File: src/rtl/video_pkg.sv
// Shared video definitions: display defaults, Wishbone cycle-type codes and
// the frame reader's state encoding and registered bus-request payload.
package video_pkg;

  localparam int unsigned HDISP_DEF     = 800;
  localparam int unsigned VDISP_DEF     = 480;
  localparam int unsigned BURST_LEN_DEF = 8;

  localparam logic [2:0] CTI_CLASSIC = 3'b000;
  localparam logic [2:0] CTI_INCR    = 3'b010;
  localparam logic [2:0] CTI_EOB     = 3'b111;

  typedef enum logic [1:0] {
    IDLE  = 2'd0,
    BURST = 2'd1,
    GAP   = 2'd2
  } frd_state_t;

  typedef struct packed {
    logic        cyc;
    logic        stb;
    logic [31:0] adr;
    logic [2:0]  cti;
  } wb_req_t;

endpackage

File: src/rtl/wshb_frame_reader.sv
// Wishbone burst-read master streaming a raster framebuffer from SDRAM into a
// downstream pixel FIFO, one registered push per acknowledged beat.
module wshb_frame_reader
  import video_pkg::*;
#(
  parameter int unsigned HDISP     = HDISP_DEF,
  parameter int unsigned VDISP     = VDISP_DEF,
  parameter logic [31:0] BASE_ADDR = 32'd0,
  parameter int unsigned BURST_LEN = BURST_LEN_DEF
) (
  input  logic        sys_clk,
  input  logic        sys_rst,
  input  logic        enable,
  input  logic        frame_sync,
  output logic        wshb_cyc_o,
  output logic        wshb_stb_o,
  output logic        wshb_we_o,
  output logic [31:0] wshb_adr_o,
  output logic [3:0]  wshb_sel_o,
  output logic [2:0]  wshb_cti_o,
  output logic [1:0]  wshb_bte_o,
  input  logic [31:0] wshb_dat_i,
  input  logic        wshb_ack_i,
  input  logic        wshb_err_i,
  input  logic        wshb_rty_i,
  input  logic        fifo_walmost_full,
  output logic        fifo_write,
  output logic [31:0] fifo_wdata,
  output logic        frame_done,
  output logic        bus_error
);

  localparam int unsigned NPIX   = HDISP * VDISP;
  localparam int unsigned PIX_W  = (NPIX > 1) ? $clog2(NPIX) : 1;
  localparam int unsigned BEAT_W = (BURST_LEN > 1) ? $clog2(BURST_LEN) : 1;
  localparam logic [PIX_W-1:0]  LAST_PIX  = PIX_W'(NPIX - 1);
  localparam logic [BEAT_W-1:0] LAST_BEAT = BEAT_W'(BURST_LEN - 1);

  frd_state_t        state_q, state_d;
  logic [PIX_W-1:0]  pix_q, pix_d;
  logic [BEAT_W-1:0] beat_q, beat_d;
  logic              sync_pend_q, sync_pend_d;
  wb_req_t           req_q, req_d;
  logic              fifo_write_d, frame_done_d, bus_error_d;
  logic [31:0]       fifo_wdata_d;
  logic              term;

  // State register plus output register stage
  always_ff @(posedge sys_clk or posedge sys_rst) begin
    if (sys_rst) begin
      state_q     <= IDLE;
      pix_q       <= '0;
      beat_q      <= '0;
      sync_pend_q <= 1'b0;
      req_q       <= '0;
      fifo_write  <= 1'b0;
      fifo_wdata  <= '0;
      frame_done  <= 1'b0;
      bus_error   <= 1'b0;
    end else begin
      state_q     <= state_d;
      pix_q       <= pix_d;
      beat_q      <= beat_d;
      sync_pend_q <= sync_pend_d;
      req_q       <= req_d;
      fifo_write  <= fifo_write_d;
      fifo_wdata  <= fifo_wdata_d;
      frame_done  <= frame_done_d;
      bus_error   <= bus_error_d;
    end
  end

  // Next-state, counters and next values of the registered outputs
  always_comb begin
    state_d      = state_q;
    pix_d        = pix_q;
    beat_d       = beat_q;
    sync_pend_d  = sync_pend_q;
    fifo_write_d = 1'b0;
    fifo_wdata_d = fifo_wdata;
    frame_done_d = 1'b0;
    bus_error_d  = bus_error;
    req_d        = '0;
    term         = wshb_err_i | wshb_rty_i;

    unique case (state_q)
      IDLE: begin
        if (frame_sync) pix_d = '0;
        if (enable && !fifo_walmost_full) state_d = BURST;
      end
      BURST: begin
        if (term) begin
          // Terminated beat is not pushed; the next burst retries this pixel
          bus_error_d = bus_error | wshb_err_i;
          beat_d      = '0;
          state_d     = GAP;
        end else if (wshb_ack_i) begin
          fifo_write_d = 1'b1;
          fifo_wdata_d = wshb_dat_i;
          frame_done_d = (pix_q == LAST_PIX);
          pix_d        = (pix_q == LAST_PIX) ? '0 : pix_q + PIX_W'(1);
          if (beat_q == LAST_BEAT) begin
            beat_d  = '0;
            state_d = GAP;
          end else begin
            beat_d = beat_q + BEAT_W'(1);
          end
        end
        // A sync seen during a burst takes effect as the burst ends
        if (state_d == GAP) begin
          if (frame_sync || sync_pend_q) pix_d = '0;
          sync_pend_d = 1'b0;
        end else if (frame_sync) begin
          sync_pend_d = 1'b1;
        end
      end
      GAP: begin
        if (frame_sync) pix_d = '0;
        state_d = IDLE;
      end
      default: state_d = IDLE;
    endcase

    req_d.cyc = (state_d == BURST);
    req_d.stb = (state_d == BURST);
    req_d.adr = BASE_ADDR + (32'(pix_d) << 2);
    if (state_d == BURST) req_d.cti = (beat_d == LAST_BEAT) ? CTI_EOB : CTI_INCR;
    else                  req_d.cti = CTI_CLASSIC;
  end

  assign wshb_cyc_o = req_q.cyc;
  assign wshb_stb_o = req_q.stb;
  assign wshb_adr_o = req_q.adr;
  assign wshb_cti_o = req_q.cti;
  assign wshb_we_o  = 1'b0;
  assign wshb_sel_o = 4'hF;
  assign wshb_bte_o = 2'b00;

endmodule

File: config.mk
export PLATFORM = sky130hd
export DESIGN_NAME = wshb_frame_reader
export DESIGN_NICKNAME = d
export VERILOG_FILES = /design/src/rtl/video_pkg.sv /design/src/rtl/wshb_frame_reader.sv
export SDC_FILE = /design/constraint.sdc
export NUM_CORES = 1
export LEC_CHECK = 0
export CAP_MARGIN = 20
export CORE_MARGIN = 8
export CORE_UTILIZATION = 55
export DETAILED_ROUTE_END_ITERATION = 10
export DONT_BUFFER_PORTS = 1
export GPL_ROUTABILITY_DRIVEN = 0
export MAX_ROUTING_LAYER = met4
export PLACE_DENSITY = 0.7
export SYNTH_ARGS = -nofsm -noshare
export SYNTH_HDL_FRONTEND = slang
export SYNTH_SLANG_ARGS = --single-unit
File: constraint.sdc
create_clock -name sys_clk -period 3.3 [get_ports sys_clk]
set_clock_uncertainty 0.05 [all_clocks]
set_input_delay 0.99 -clock sys_clk [delete_from_list [all_inputs] [get_ports sys_clk]]
set_output_delay 0.99 -clock sys_clk [all_outputs]
set_load 0.02 [all_outputs]
==> run summary <==
The end point of the most critical hold path is wshb_cti_o[1]. Buffers placed on the I/O ports in this run total 0. The cell sitting at the root of the clock tree is a sky130_fd_sc_hd__clkbuf_8. The count of vias placed by the detailed router came out at 2,178. The cell row count came out at 27. The cell count after synthesis is 324. The clock insertion delay at the later pin of the skew report is 0.32 ns.

The startpoint identified for the worst hold timing path is state_q[1]. Ranked by total cell area, the synthesized netlist is headed by sky130_fd_sc_hd__dfrtp_1, sky130_fd_sc_hd__nand2_1, sky130_fd_sc_hd__buf_4. The worst register-to-register path begins at beat_q[0]. The number of antenna-violating nets in the routed design came out at 0. Data on the critical path is required at its endpoint by ~3.5 ns.

Dividing the synthesized area by the synthesized cell count gives 9.31 um^2. The length of the first detailed-routing pass in iterations is 4. The TritonCTS buffer count came out at 9. The number of hold-slack violations in the final timing report is 0. The endpoint identified for the worst register-to-register timing path is wshb_adr_o[17]. The leftover overflow at the end of global routing came out at 0. The total track usage came out at 17.7%. The area share of and/or/nand/nor cells after synthesis is between 20% and 30%. The count of inserted antenna diode cells came out at 0.

The ratio of total power to cell area is 611 nW/um^2. The number of cells on the worst reg-to-reg path came out at 7. The maximum fanout along the worst path is 26. The count of state elements after synthesis came out at 62.

The final critical delay including setup and external delays is 2.45 ns. The sequential area share after synthesis came out at 51.4%. After clock tree synthesis, the flow added hold-fix buffers numbering 0. The count of cells resized by post-cts repair is 0.

The mean routed wirelength per cell came out at between 15 and 20 um. The sequential cell area is roughly 1600 um^2. In the final timing run, aggregate negative setup slack is 0 ns. The worst setup path is launched from a flip-flop. The number of antenna violations at the first check in global routing came out at 0. The slew at the pin closest to its max-slew limit came out at roughly 0.64 ns. Once the floorplan was initialized, standard cells occupied 55.8% of the core.

The die outline area is 8110 um^2. sky130_fd_sc_hd__dfrtp_1 takes more of the synthesized area than any other cell. The async set or reset register ratio after synthesis came out at 100%.

The post-route standard cell area excluding fillers is between 3000 and 4000 um^2. Based on the critical path, the design can be clocked at up to 408 MHz. The number of buffers inserted by post-CTS setup repair is 0.

Setup repair after global routing left no endpoint under its margin. For this design the static power due to leakage is 1.59 nW. In the synthesized netlist the dominant register cell turns out to be sky130_fd_sc_hd__dfrtp_1. The standard cell area after detailed placement came out at roughly 3000 um^2.

The vias per cell is 5.45. The initial DRC count came out at 90. The count of fill cells added during filler insertion is 477. The share of the synthesized area in compound gates (AO/OA/AOI/OAI) is 13.2%. Measured along the x axis, the die boundary spans 90.1 um. The final routed DRC violation total came out at 0. After Yosys synthesis, XOR and XNOR cells account for 0% of the synthesized area. The first global-routing pass estimated 11.5 mm of wire. Multiplexer cells account for 0.747% of the synthesized area.

The flow ran to the end, and the final reports show no timing, DRC or antenna violations. The count of distinct cell types in the synthesized netlist came out at 46. The critical path capture point type is a flip-flop. The count of H-tree levels built during CTS came out at 3.

The core area is 5410 um^2. The height of the die came out at about 90 um. After Yosys synthesis, full adders, half adders and majority gates account for 1.24% of the synthesized area.

The number of flops mapped to enable cells by yosys came out at 0. The critical path is of the reg2reg type. The clock transition time at the flip-flop clock pins of the worst setup and hold paths is 0.07 ns. The maximum vdd drop came out at 0.322 mV. The count of yosys warnings during synthesis came out at 0. Setup violations remaining at the end of the flow were counted as 0. The number of sinks on the clock net is 62. The synthesized cell area came out at around 3000 um^2. The final-report max-slew violation count came out at 0. Wires add up to 6.85 mm.

The type of the worst min-delay path is reg2reg. The net total in the final layout came out at 366. approximately 120 I/O pins were placed. The number of global-route vias before repair came out at around 2,200. The worst slew slack as a fraction of its limit came out at a little under three fifths. The share of post-route cells with drive strength above 1 came out at 11.0%. STA puts the critical path data arrival time at 2.64 ns. The slack of the worst reg-to-reg path is 0.85 ns. The ratio of final minimum period to clock period is 74.2%. The number of buffers between clock root and the deepest sink came out at 2. The share of Yosys cell area claimed by the top area cell type came out at 51.4%. The TritonCTS clock tree is done. The layout-stage area growth over the synthesis result is 4.56%.

The worst hold path stage count is 1. The tool flagged a number of max-cap violations equal to 0. The area taken by multi-input logic gates is 1280 um^2. The combinational family with the most area after synthesis is simple AND/OR/NAND/NOR gates. The largest net degree at the start of global routing is 35. The HPWL after detailed placement came out at 5.07 mm.
[worst max-delay path by stage]
stage,to,cells after the start,startpoint
4_1_cts,wshb_adr_o[20],7,beat_q[0]
5_1_grt,wshb_adr_o[18],7,beat_q[0]
6_report,wshb_adr_o[17],7,beat_q[0]
3_3_place_gp,wshb_adr_o[18],5,wshb_err_i
3_5_place_dp,wshb_adr_o[17],5,wshb_err_i
2_1_floorplan,beat_q[0],1,sys_rst
[cell type report]
| class | count | area share, % |
|---|---|---|
| clock inverters | 4 | 0.714 |
| well taps | 72 | 2.86 |
| repair buffers | 4 | 1.35 |
| clock buffers | 12 | 4.60 |
| inverters | 5 | 0.595 |
| multi-input cells | 241 | 40.7 |
| flip-flops and latches | 62 | 49.2 |
[report_power, final]
part | internal [W] | leakage, nW | total [W] | switching [W]
Clock | 0.000290 | 0.0861 | 0.000574 | 0.000284
Sequential | 0.000888 | 0.819 | 0.00114 | 0.000253
Combinational | 0.0000738 | 0.682 | 0.000214 | 0.000140
Total | 0.00125 | 1.59 | 0.00193 | 0.000677
[state kept, by name (all words and copies together), names as in the netlist]
signal / cells
bus_error: 1
wshb_cti_o: 2
beat_q: 3
wshb_adr_o: 19
state_q: 2
sync_pend_q: 1
fifo_write: 1
frame_done: 1
fifo_wdata: 32
[placed cells by master, fill, tap and decap left out, types with 3 or more instances in the layout]
cell / synthesis / final
sky130_fd_sc_hd__buf_4: 23 / 3
sky130_fd_sc_hd__and3_1: 3 / 3
sky130_fd_sc_hd__a22o_1: 7 / 7
sky130_fd_sc_hd__a41oi_1: 4 / 4
sky130_fd_sc_hd__a21oi_1: 6 / 6
sky130_fd_sc_hd__a31oi_1: 13 / 13
sky130_fd_sc_hd__nor2_1: 12 / 12
sky130_fd_sc_hd__nand4_1: 3 / 3
sky130_fd_sc_hd__dfrtp_1: 62 / 62
sky130_fd_sc_hd__nand3_1: 7 / 7
sky130_fd_sc_hd__clkinv_2: 0 / 3
sky130_fd_sc_hd__and4_1: 3 / 3
sky130_fd_sc_hd__ha_1: 3 / 3
sky130_fd_sc_hd__o31ai_1: 5 / 5
sky130_fd_sc_hd__o21ai_0: 6 / 6
sky130_fd_sc_hd__nand2_1: 116 / 116
sky130_fd_sc_hd__conb_1: 2 / 20
sky130_fd_sc_hd__clkbuf_8: 0 / 10
sky130_fd_sc_hd__inv_1: 4 / 3
[cell usage after synthesis (2+ instances only)]
master,number
sky130_fd_sc_hd__nand2b_1,2
sky130_fd_sc_hd__a21oi_1,6
sky130_fd_sc_hd__nand3_1,7
sky130_fd_sc_hd__clkbuf_1,4
sky130_fd_sc_hd__nor2_1,12
sky130_fd_sc_hd__nor4_4,2
sky130_fd_sc_hd__mux2_2,2
sky130_fd_sc_hd__o21ai_0,6
sky130_fd_sc_hd__ha_1,3
sky130_fd_sc_hd__buf_4,23
sky130_fd_sc_hd__and4_1,3
sky130_fd_sc_hd__or3b_4,2
sky130_fd_sc_hd__a31oi_1,13
sky130_fd_sc_hd__conb_1,2
sky130_fd_sc_hd__a41oi_1,4
sky130_fd_sc_hd__nor3b_1,2
sky130_fd_sc_hd__nand4_1,3
sky130_fd_sc_hd__buf_6,2
sky130_fd_sc_hd__nand2_1,116
sky130_fd_sc_hd__o31ai_1,5
sky130_fd_sc_hd__buf_1,4
sky130_fd_sc_hd__and3_1,3
sky130_fd_sc_hd__a21o_1,2
sky130_fd_sc_hd__and2_1,2
sky130_fd_sc_hd__inv_1,4
sky130_fd_sc_hd__a22o_1,7
sky130_fd_sc_hd__a211oi_1,2
sky130_fd_sc_hd__a21o_2,2
sky130_fd_sc_hd__dfrtp_1,62
[metal layers]
metal  GRT usage [%]  up-vias  part of all wire, %
li1                -     1060                    -
met1            19.9     1022                   42
met2            27.7       85                   47
met3            6.98       11                   10
met4            6.93        0                  1.5
met5               -        -                    0
[metrics by stage]
step | hold WS (ns) | total power [W] | cells | utilization [%] | setup WS [ns]
2_1_floorplan | 0.390 | 0.00132 | 342 | - | 0.719
3_3_place_gp | 0.411 | 0.00136 | 384 | 55.3 | 0.775
3_5_place_dp | 0.415 | 0.00138 | 384 | 55.3 | 0.724
4_1_cts | 0.424 | 0.00195 | 400 | 58.4 | 0.849
5_1_grt | 0.459 | 0.00203 | 400 | 58.4 | 0.583
6_report | 0.422 | 0.00193 | 400 | 58.4 | 0.851
[logic make-up (layout without fill, tap and decap cells)]
kind of cell / after synthesis / in the layout
flops: 62 / 62
buf+inv: 39 / 25
other cells: 2 / 20
simple gates: 161 / 161
fa+ha+maj: 3 / 3
compound gates: 55 / 55
mux: 2 / 2
[worst max-delay path: stages (launching register included)]
cell and delay, ns:
sky130_fd_sc_hd__dfrtp_1 0.41, sky130_fd_sc_hd__ha_1 0.21, sky130_fd_sc_hd__ha_1 0.21, sky130_fd_sc_hd__a211oi_2 0.36, sky130_fd_sc_hd__o21ai_2 0.20, sky130_fd_sc_hd__a21oi_4 0.54
sky130_fd_sc_hd__a41oi_1 0.20, sky130_fd_sc_hd__a31oi_1 0.17
No activity file was read; power rests on OpenSTA's default activity.
